==> config.mk <==
export PLATFORM = sky130hd
export DESIGN_NAME = apb_master_bridge_flat
export DESIGN_NICKNAME = d
export VERILOG_FILES = /design/src/rtl/apb_master_bridge_if.sv /design/src/rtl/apb_master_bridge.sv /design/src/flat_wrapper.sv
export SDC_FILE = /design/constraint.sdc
export NUM_CORES = 1
export LEC_CHECK = 0
export ABC_AREA = 0
export CORE_UTILIZATION = 43
export DETAILED_ROUTE_END_ITERATION = 6
export PLACE_DENSITY_LB_ADDON = 0.05
export SYNTH_ARGS = -nofsm -noshare
export SYNTH_HDL_FRONTEND = slang
export SYNTH_SLANG_ARGS = --single-unit
export TNS_END_PERCENT = 1
==> constraint.sdc <==
create_clock -name sys_clk -period 4.23 [get_ports sys_clk]
set_clock_uncertainty 0.2 [all_clocks]
set_input_delay 0.423 -clock sys_clk [delete_from_list [all_inputs] [get_ports sys_clk]]
set_output_delay 0.423 -clock sys_clk [all_outputs]
set_load 0.05 [all_outputs]
==> src/rtl/apb_master_bridge_if.sv <==
// Signal bundle for apb_master_bridge: command/response handshakes, the APB4
// requester pins toward the timer, and an FSM state view for checkers.
interface apb_master_bridge_if #(
  parameter int ADDR_W = 12,
  parameter int DATA_W = 32
);
  localparam int STRB_W = DATA_W / 8;

  // Handshakes: a transfer happens on a rising clock edge where valid and ready
  // are both high; once valid is raised its payload stays stable until that edge.
  logic              cmd_valid;
  logic              cmd_ready;
  logic              cmd_write;
  logic [ADDR_W-1:0] cmd_addr;
  logic [DATA_W-1:0] cmd_wdata;
  logic [STRB_W-1:0] cmd_strb;

  logic              rsp_valid;
  logic              rsp_ready;
  logic [DATA_W-1:0] rsp_rdata;
  logic              rsp_err;
  logic              rsp_timeout;

  logic              busy;
  logic [1:0]        dbg_state;

  logic              tim_psel;
  logic              tim_penable;
  logic              tim_pwrite;
  logic [ADDR_W-1:0] tim_paddr;
  logic [DATA_W-1:0] tim_pwdata;
  logic [STRB_W-1:0] tim_pstrb;
  logic              tim_pready;
  logic              tim_pslverr;
  logic [DATA_W-1:0] tim_prdata;

  modport master (
    input  cmd_valid, cmd_write, cmd_addr, cmd_wdata, cmd_strb, rsp_ready,
    input  tim_pready, tim_pslverr, tim_prdata,
    output cmd_ready, rsp_valid, rsp_rdata, rsp_err, rsp_timeout, busy, dbg_state,
    output tim_psel, tim_penable, tim_pwrite, tim_paddr, tim_pwdata, tim_pstrb
  );

  modport slave (
    output cmd_valid, cmd_write, cmd_addr, cmd_wdata, cmd_strb, rsp_ready,
    output tim_pready, tim_pslverr, tim_prdata,
    input  cmd_ready, rsp_valid, rsp_rdata, rsp_err, rsp_timeout, busy, dbg_state,
    input  tim_psel, tim_penable, tim_pwrite, tim_paddr, tim_pwdata, tim_pstrb
  );
endinterface

==> src/rtl/apb_master_bridge.sv <==
// APB4 requester: turns one valid/ready command into a SETUP/ACCESS transfer
// and returns data/error on a valid/ready response, with a wait-state timeout.
module apb_master_bridge #(
  parameter int ADDR_W  = 12,
  parameter int DATA_W  = 32,
  parameter int TIMEOUT = 255
) (
  input  logic sys_clk,
  input  logic sys_rst_n,
  apb_master_bridge_if.master bus
);

  localparam int STRB_W = DATA_W / 8;
  localparam int CNT_W  = (TIMEOUT < 1) ? 1 : $clog2(TIMEOUT + 1);
  localparam bit TO_EN  = (TIMEOUT != 0);
  localparam logic [CNT_W-1:0] CNT_LAST = CNT_W'((TIMEOUT > 0) ? (TIMEOUT - 1) : 0);

  typedef enum logic [1:0] {
    S_IDLE   = 2'd0,
    S_SETUP  = 2'd1,
    S_ACCESS = 2'd2,
    S_RESP   = 2'd3
  } state_e;

  state_e            state_q, state_d;
  logic [CNT_W-1:0]  cnt_q, cnt_d;

  logic              pwrite_q, pwrite_d;
  logic [ADDR_W-1:0] paddr_q, paddr_d;
  logic [DATA_W-1:0] pwdata_q, pwdata_d;
  logic [STRB_W-1:0] pstrb_q, pstrb_d;

  logic [DATA_W-1:0] rsp_rdata_q, rsp_rdata_d;
  logic              rsp_err_q, rsp_err_d;
  logic              rsp_timeout_q, rsp_timeout_d;

  logic              cmd_ready;
  logic              psel;
  logic              penable;
  logic              rsp_valid;
  logic              busy;

  logic              cmd_fire;
  logic              done_ok;
  logic              done_to;

  assign cmd_fire = (state_q == S_IDLE) && bus.cmd_valid;
  assign done_ok  = (state_q == S_ACCESS) && bus.tim_pready;
  // A slave answer on the last allowed cycle wins over the abort.
  assign done_to  = (state_q == S_ACCESS) && !bus.tim_pready && TO_EN && (cnt_q == CNT_LAST);

  always_ff @(posedge sys_clk or negedge sys_rst_n) begin
    if (!sys_rst_n) begin
      state_q <= S_IDLE;
    end else begin
      state_q <= state_d;
    end
  end

  always_comb begin
    state_d = state_q;
    case (state_q)
      S_IDLE:   if (cmd_fire) state_d = S_SETUP;
      S_SETUP:  state_d = S_ACCESS;
      S_ACCESS: if (done_ok || done_to) state_d = S_RESP;
      S_RESP:   if (bus.rsp_ready) state_d = S_IDLE;
      default:  state_d = S_IDLE;
    endcase
  end

  always_comb begin
    cmd_ready = 1'b0;
    psel      = 1'b0;
    penable   = 1'b0;
    rsp_valid = 1'b0;
    busy      = 1'b1;
    case (state_q)
      S_IDLE: begin
        cmd_ready = 1'b1;
        busy      = 1'b0;
      end
      S_SETUP: begin
        psel = 1'b1;
      end
      S_ACCESS: begin
        psel    = 1'b1;
        penable = 1'b1;
      end
      S_RESP: begin
        rsp_valid = 1'b1;
      end
      default: begin
        busy = 1'b0;
      end
    endcase
  end

  // Request fields load only on acceptance, so they hold through RESP and IDLE.
  always_comb begin
    pwrite_d = pwrite_q;
    paddr_d  = paddr_q;
    pwdata_d = pwdata_q;
    pstrb_d  = pstrb_q;
    if (cmd_fire) begin
      pwrite_d = bus.cmd_write;
      paddr_d  = bus.cmd_addr;
      pwdata_d = bus.cmd_wdata;
      pstrb_d  = bus.cmd_write ? bus.cmd_strb : '0;
    end
  end

  // Saturating wait-state counter, cleared as SETUP is entered.
  always_comb begin
    cnt_d = cnt_q;
    if (cmd_fire) begin
      cnt_d = '0;
    end else if ((state_q == S_ACCESS) && !bus.tim_pready && (cnt_q != '1)) begin
      cnt_d = cnt_q + CNT_W'(1);
    end
  end

  // Response fields only change on the ACCESS exit, which keeps them stable in RESP.
  always_comb begin
    rsp_rdata_d   = rsp_rdata_q;
    rsp_err_d     = rsp_err_q;
    rsp_timeout_d = rsp_timeout_q;
    if (done_ok) begin
      rsp_rdata_d   = pwrite_q ? '0 : bus.tim_prdata;
      rsp_err_d     = bus.tim_pslverr;
      rsp_timeout_d = 1'b0;
    end else if (done_to) begin
      rsp_rdata_d   = '0;
      rsp_err_d     = 1'b1;
      rsp_timeout_d = 1'b1;
    end
  end

  always_ff @(posedge sys_clk or negedge sys_rst_n) begin
    if (!sys_rst_n) begin
      cnt_q         <= '0;
      pwrite_q      <= 1'b0;
      paddr_q       <= '0;
      pwdata_q      <= '0;
      pstrb_q       <= '0;
      rsp_rdata_q   <= '0;
      rsp_err_q     <= 1'b0;
      rsp_timeout_q <= 1'b0;
    end else begin
      cnt_q         <= cnt_d;
      pwrite_q      <= pwrite_d;
      paddr_q       <= paddr_d;
      pwdata_q      <= pwdata_d;
      pstrb_q       <= pstrb_d;
      rsp_rdata_q   <= rsp_rdata_d;
      rsp_err_q     <= rsp_err_d;
      rsp_timeout_q <= rsp_timeout_d;
    end
  end

  assign bus.cmd_ready   = cmd_ready;
  assign bus.rsp_valid   = rsp_valid;
  assign bus.rsp_rdata   = rsp_rdata_q;
  assign bus.rsp_err     = rsp_err_q;
  assign bus.rsp_timeout = rsp_timeout_q;
  assign bus.busy        = busy;
  assign bus.dbg_state   = state_q;

  assign bus.tim_psel    = psel;
  assign bus.tim_penable = penable;
  assign bus.tim_pwrite  = pwrite_q;
  assign bus.tim_paddr   = paddr_q;
  assign bus.tim_pwdata  = pwdata_q;
  assign bus.tim_pstrb   = pstrb_q;

endmodule

==> src/flat_wrapper.sv <==
// flat-port wrapper written by rule: the top's interface ports become plain ports
module apb_master_bridge_flat 
#(
  parameter int ADDR_W  = 12,
  parameter int DATA_W  = 32,
  parameter int TIMEOUT = 255
)
  (sys_clk, sys_rst_n, bus_cmd_valid, bus_cmd_write, bus_cmd_addr, bus_cmd_wdata, bus_cmd_strb, bus_rsp_ready, bus_tim_pready, bus_tim_pslverr, bus_tim_prdata, bus_cmd_ready, bus_rsp_valid, bus_rsp_rdata, bus_rsp_err, bus_rsp_timeout, bus_busy, bus_dbg_state, bus_tim_psel, bus_tim_penable, bus_tim_pwrite, bus_tim_paddr, bus_tim_pwdata, bus_tim_pstrb);
  apb_master_bridge_if #(.ADDR_W(ADDR_W), .DATA_W(DATA_W)) bus_i ();
  input  logic sys_clk;
  input  logic sys_rst_n;
  input wire logic [$bits(bus_i.cmd_valid)-1:0] bus_cmd_valid;
  input wire logic [$bits(bus_i.cmd_write)-1:0] bus_cmd_write;
  input wire logic [$bits(bus_i.cmd_addr)-1:0] bus_cmd_addr;
  input wire logic [$bits(bus_i.cmd_wdata)-1:0] bus_cmd_wdata;
  input wire logic [$bits(bus_i.cmd_strb)-1:0] bus_cmd_strb;
  input wire logic [$bits(bus_i.rsp_ready)-1:0] bus_rsp_ready;
  input wire logic [$bits(bus_i.tim_pready)-1:0] bus_tim_pready;
  input wire logic [$bits(bus_i.tim_pslverr)-1:0] bus_tim_pslverr;
  input wire logic [$bits(bus_i.tim_prdata)-1:0] bus_tim_prdata;
  output wire logic [$bits(bus_i.cmd_ready)-1:0] bus_cmd_ready;
  output wire logic [$bits(bus_i.rsp_valid)-1:0] bus_rsp_valid;
  output wire logic [$bits(bus_i.rsp_rdata)-1:0] bus_rsp_rdata;
  output wire logic [$bits(bus_i.rsp_err)-1:0] bus_rsp_err;
  output wire logic [$bits(bus_i.rsp_timeout)-1:0] bus_rsp_timeout;
  output wire logic [$bits(bus_i.busy)-1:0] bus_busy;
  output wire logic [$bits(bus_i.dbg_state)-1:0] bus_dbg_state;
  output wire logic [$bits(bus_i.tim_psel)-1:0] bus_tim_psel;
  output wire logic [$bits(bus_i.tim_penable)-1:0] bus_tim_penable;
  output wire logic [$bits(bus_i.tim_pwrite)-1:0] bus_tim_pwrite;
  output wire logic [$bits(bus_i.tim_paddr)-1:0] bus_tim_paddr;
  output wire logic [$bits(bus_i.tim_pwdata)-1:0] bus_tim_pwdata;
  output wire logic [$bits(bus_i.tim_pstrb)-1:0] bus_tim_pstrb;
  assign bus_i.cmd_valid = bus_cmd_valid;
  assign bus_i.cmd_write = bus_cmd_write;
  assign bus_i.cmd_addr = bus_cmd_addr;
  assign bus_i.cmd_wdata = bus_cmd_wdata;
  assign bus_i.cmd_strb = bus_cmd_strb;
  assign bus_i.rsp_ready = bus_rsp_ready;
  assign bus_i.tim_pready = bus_tim_pready;
  assign bus_i.tim_pslverr = bus_tim_pslverr;
  assign bus_i.tim_prdata = bus_tim_prdata;
  assign bus_cmd_ready = bus_i.cmd_ready;
  assign bus_rsp_valid = bus_i.rsp_valid;
  assign bus_rsp_rdata = bus_i.rsp_rdata;
  assign bus_rsp_err = bus_i.rsp_err;
  assign bus_rsp_timeout = bus_i.rsp_timeout;
  assign bus_busy = bus_i.busy;
  assign bus_dbg_state = bus_i.dbg_state;
  assign bus_tim_psel = bus_i.tim_psel;
  assign bus_tim_penable = bus_i.tim_penable;
  assign bus_tim_pwrite = bus_i.tim_pwrite;
  assign bus_tim_paddr = bus_i.tim_paddr;
  assign bus_tim_pwdata = bus_i.tim_pwdata;
  assign bus_tim_pstrb = bus_i.tim_pstrb;
  apb_master_bridge #(.ADDR_W(ADDR_W), .DATA_W(DATA_W), .TIMEOUT(TIMEOUT)) u_core (.sys_clk(sys_clk), .sys_rst_n(sys_rst_n), .bus(bus_i));
endmodule
Word level (Yosys, flattened, before mapping). Cells that the tools add are included.

Flip-flop bits (word level): 93. Bits of input ports: 87. Output and inout port bits: 90. Logic and storage cells: 48.

Add/sub/neg operators: 1. Equality and inequality tests: 8. Muxes and demuxes: 18. Reductions and logical operators: 12.

Operators by type and width (count): 32-bit two-way mux (3); 8-bit two-way mux (2); 8-bit by 1-bit adder with 8-bit output (second input constant) (1); 8-bit equality test (second input constant) (1); 1-bit two-way mux (8); 8-bit inequality test (second input constant) (1); 2-bit case mux with 4 select lines (1); 2-bit two-way mux (3); 1-bit logical AND (5); 2-bit equality test (second input constant) (2); 4-bit two-way mux (1); 2-bit inequality test (second input constant) (2); 2-bit nonzero test (2); 3-bit AND reduction (1); 2-bit by 1-bit equality test with 1-bit output (second input constant) (1); 2-bit zero test (1); 2-bit by 1-bit inequality test with 1-bit output (second input constant) (1); 2-bit OR reduction (1); 1-bit zero test (1); 1-bit logical OR (1).

Longest topological paths before layout.
Word-level depth: 6. Depth in mapped cells: 7. Depth with buffers taken out: 6.

Worst setup path after synthesis. Ideal clock, no wire load.

Path kind: reg2reg. Start: register u_core.state_q[0] (netlist: u_core.bus.dbg_state[0]). End: register u_core.state_q[1] (netlist: u_core.bus.dbg_state[1]). Setup time: 0.125 ns. Arrival time: 2.348 ns. Data required time: 3.905 ns. Slack: 1.557 ns. Stages on the path, launching flop included: 6. Path buffers: 0. Clock period less this slack: 2.673 ns. Cells stage by stage: dfrtp_1 inv_1 ha_1 inv_1 o221ai_1 mux2_2.

Cells in the longest elaborated chain, start to end: 6. Elaborated cells on any way between the ends: 14. Classes of those cells: eq/ne: 6; mux: 1; reduce/logical: 7.

Ends and longest elaborated chain: start: declaration (RTL line apb_master_bridge.sv:25) `state_e state_q, state_d;`; start signal: assignment (RTL line apb_master_bridge.sv:56) `state_q <= state_d;`; 2-bit equality test (RTL line apb_master_bridge.sv:48, apb_master_bridge.sv:50, apb_master_bridge.sv:62); 1-bit logical AND (2 in a row) (RTL line apb_master_bridge.sv:50) `assign done_to = (state_q == S_ACCESS) && !bus.tim_pready && TO_EN && (cnt_q == CNT_LAST);`; 1-bit logical OR (RTL line apb_master_bridge.sv:65) `S_ACCESS: if (done_ok || done_to) state_d = S_RESP;`; 2-bit inequality test (no line); 3-bit AND reduction (no line).

Parallel ways exist; a longest one is shown, timed or not. A chain may end at the register's enable or synchronous reset.

Worst setup path after layout.
Start: register u_core.state_q[0] (netlist: u_core.bus.dbg_state[0]). End: output port bus_tim_penable.

Cells in the longest elaborated chain, start to end: 2.

Ends and longest elaborated chain: 2-bit equality test (RTL line apb_master_bridge.sv:77) `case (state_q)`; 1-bit two-way mux (RTL line apb_master_bridge.sv:77); end: declaration (RTL line flat_wrapper.sv:29) `output wire logic [$bits(bus_i.tim_penable)-1:0] bus_tim_penable;`.

Every way passes these cells.

==> metrics.yaml <==
outcome: "finished, final reports clean"
finish.utilization_pct: 69.5
synth_warnings: 0
cp_slowest_stage_delay_ns: 0.86
grt_first_pass_wirelength_um: 14700
worst_pin_slew_ns: 1.26
wirelength_um: 9320
rows: 33
synth_cells: 349
tritoncts: "done"
hp-class: "reg2reg"
globalRoute.totalOverflow: 0
dp_hpwl_um: 6510
dieArea_um2: 8780
slowest_stage: "clkdlybuf4s50_1"
drtAntennaViolNets: 0
cts.path.max_buffers: 2
end_kind: "output pin"
start_kind: "register"
path_delay_family: "buffers and inverters"
drt_iter0_markers: 86
synth-seq-cells: 93
finalHoldViolCount: 0
io_pins: 177
gp_congestion: 0.725
viasPerCell: 4.88
cp_cell_sequence: "inv_1 > ha_1 > clkdlybuf4s50_1"
worstPathArrival_ns: 2.04
path_clk_slew_ns: 0.09
crit_cells: 3
grt_usage_pct: 21.9
final_nets: 615
synth_fp_nets: 442
portBuffers: 176
start_util_pct: 44.2
required_ns: 3.61
diodes: 0
cts_root_buf: "clkbuf_8"
leakagePower_nw: 2.65
maxCapViolations: 0
rsz0062_at_grt: "no"
syn_to_final_growth_pct: 57.2
power.density_nw_per_um2: 882
path_buf_inv: 2
whs_path_depth: 2
place_area_um2: 5460
synth.avg_cell_area_um2: 10.4
synth_area_leaders: "dfrtp_1 64%, nand2_1 15%, a22o_1 7.8%"
cts_buffers: 9
antenna_found_initial: 0
reg2reg_slack_ns: 1.78
avgRoutedWirePerCell_um: 14.8
drive_gt1_share_pct: 4.74
period_share_pct: 63.0
vias: 3081
cts.sinks: 93
drc: 0
clk_latency_ns: 0.35
path_class: "reg2out"
coreArea_um2: 8180
die_y_um: 93.7
cts_htree_levels: 3
synth_cell_types: 32
peakVddDrop_mv: 0.508
grt_pass1_vias: 3029
die_w_um: 93.7
min_period_ns: 2.67
tns_ns: 0
synth_top_cell_by_area: "dfrtp_1"
synthDominantCellAreaShare_pct: 64.4
critPathMaxFanout: 8
synthesis.area_um2: 3610
setup_viol: 0
cts_setup_buffers: 0
relSlewSlack_pct: 16.2
grt_max_degree: 65
r2r_cells: 5
drv_slew: 0
fin_area_um2: 5680
fmaxAchievable_mhz: 375
first_pass_iters: 4
ys_seq_area_share_pct: 64.4
-- cell usage after synthesis --
library cell  instances
a21oi_1               6
a22o_1               32
and2_1                1
and2b_1               1
and3_1                1
and4_1                1
buf_1                 1
buf_2                 3
clkbuf_1             13
dfrtp_1              93
ha_1                  6
inv_1                 5
mux2_2                1
mux2i_1               1
nand2_1             148
nand2b_1              1
nand3_1               7
nand4_1               1
nor2_1                9
nor3_1                1
nor4_1                1
o211ai_1              2
o21ai_0               1
o21ai_1               2
o221ai_1              1
o31ai_1               1
or2_2                 1
or2b_1                1
or3_1                 1
or4_1                 1
xnor2_1               3
xor2_1                2
-- final timing paths --
path,start,to
worst max-delay path,u_core.bus.dbg_state[0]$_DFFE_PN0P_,bus_tim_penable
worst min-delay path,u_core.bus.tim_pstrb[0]$_DFFE_PN0P_,u_core.bus.tim_pstrb[0]$_DFFE_PN0P_
worst max register to register,u_core.bus.dbg_state[0]$_DFFE_PN0P_,u_core.bus.rsp_rdata[2]$_DFFE_PN0P_
worst min register to register,u_core.bus.tim_pstrb[0]$_DFFE_PN0P_,u_core.bus.tim_pstrb[0]$_DFFE_PN0P_
max in group asynchronous,sys_rst_n,u_core.bus.tim_pwdata[31]$_DFFE_PN0P_
min in group asynchronous,sys_rst_n,u_core.bus.tim_paddr[0]$_DFFE_PN0P_
-- routing by layer --
metal  track usage (%)  part of all wire [%]
met1              29.3                    43
met2              34.1                    48
met3              6.80                   8.3
met5                 0                     0
met4              6.54                  0.84
-- cells by family (layout without fill, tap and decap cells) --
group,after synthesis,in the layout,synth area share [%]
AO/OA/AOI/OAI,45,45,9.86
XOR/XNOR,5,5,1.21
adder cells (fa/ha/maj),6,6,2.08
buffers and inverters,22,200,2.39
flip-flops,93,93,64.4
multiplexers,2,2,0.588
AND/OR/NAND/NOR,176,176,19.5
-- final cells by class --
| class | instances | area (µm²) |
|---|---|---|
| Clock buffer | 10 | 138 |
| Clock inverter | 6 | 71.3 |
| Fill cell | 650 | 2490 |
| Inverter | 5 | 18.8 |
| Multi-Input combinational cell | 234 | 1210 |
| Sequential cell | 93 | 2330 |
| Tap cell | 105 | 131 |
| Timing Repair Buffer | 179 | 1780 |
-- stage by stage --
stage / hold WS, ns / cells / power (mW) / setup WS, ns
4_1_cts: 0.285 / 632 / 5.05 / 1.52
3_5_place_dp: 0.262 / 615 / 4.42 / 1.64
5_1_grt: 0.310 / 632 / 5.28 / 1.45
2_1_floorplan: -0.0726 / 349 / 3.39 / 1.56
6_report: 0.281 / 632 / 5.01 / 1.56
3_3_place_gp: 0.249 / 615 / 4.37 / 1.70
-- power breakdown --
part           switching [mW]  leakage (nW)  internal [mW]
Combinational            1.94          1.37          0.974
Sequential              0.215          1.18           1.26
Clock                   0.323        0.0991          0.294
Total                    2.48          2.65           2.53
-- registers in the layout, summed over array words and instances, names as in the netlist --
signal                  flops
u_core.bus.dbg_state        2
u_core.bus.rsp_err          1
u_core.bus.tim_pwrite       1
u_core.bus.tim_pwdata      32
u_core.bus.tim_paddr       12
u_core.bus.tim_pstrb        4
u_core.cnt_q                8
u_core.bus.rsp_rdata       32
u_core.bus.rsp_timeout      1
-- worst register-to-register path: stages (launching register included) --
cell	delay [ns]
dfrtp_1	0.40
inv_1	0.12
ha_1	0.31
nand2_1	0.12
nor2_2	0.95
a22o_1	0.29
-- timing repair --
action | in CTS | in global routing
resized for setup | 0 | 0
hold buffers | 1 | 0
hold endpoints to repair | 63 | 0
-- layout by cell type (no fill, tap or decap), types with 2 or more instances in the layout --
cell | netlist | final
a21oi_1 | 6 | 6
a22o_1 | 32 | 32
buf_4 | 0 | 3
clkbuf_8 | 0 | 10
clkdlybuf4s50_1 | 0 | 175
clkinv_4 | 0 | 2
clkinvlp_4 | 0 | 2
dfrtp_1 | 93 | 93
ha_1 | 6 | 6
inv_1 | 5 | 5
nand2_1 | 148 | 147
nand3_1 | 7 | 7
nor2_1 | 9 | 8
o211ai_1 | 2 | 2
xnor2_1 | 3 | 3
xor2_1 | 2 | 2
(Power assumes the default switching activity.)
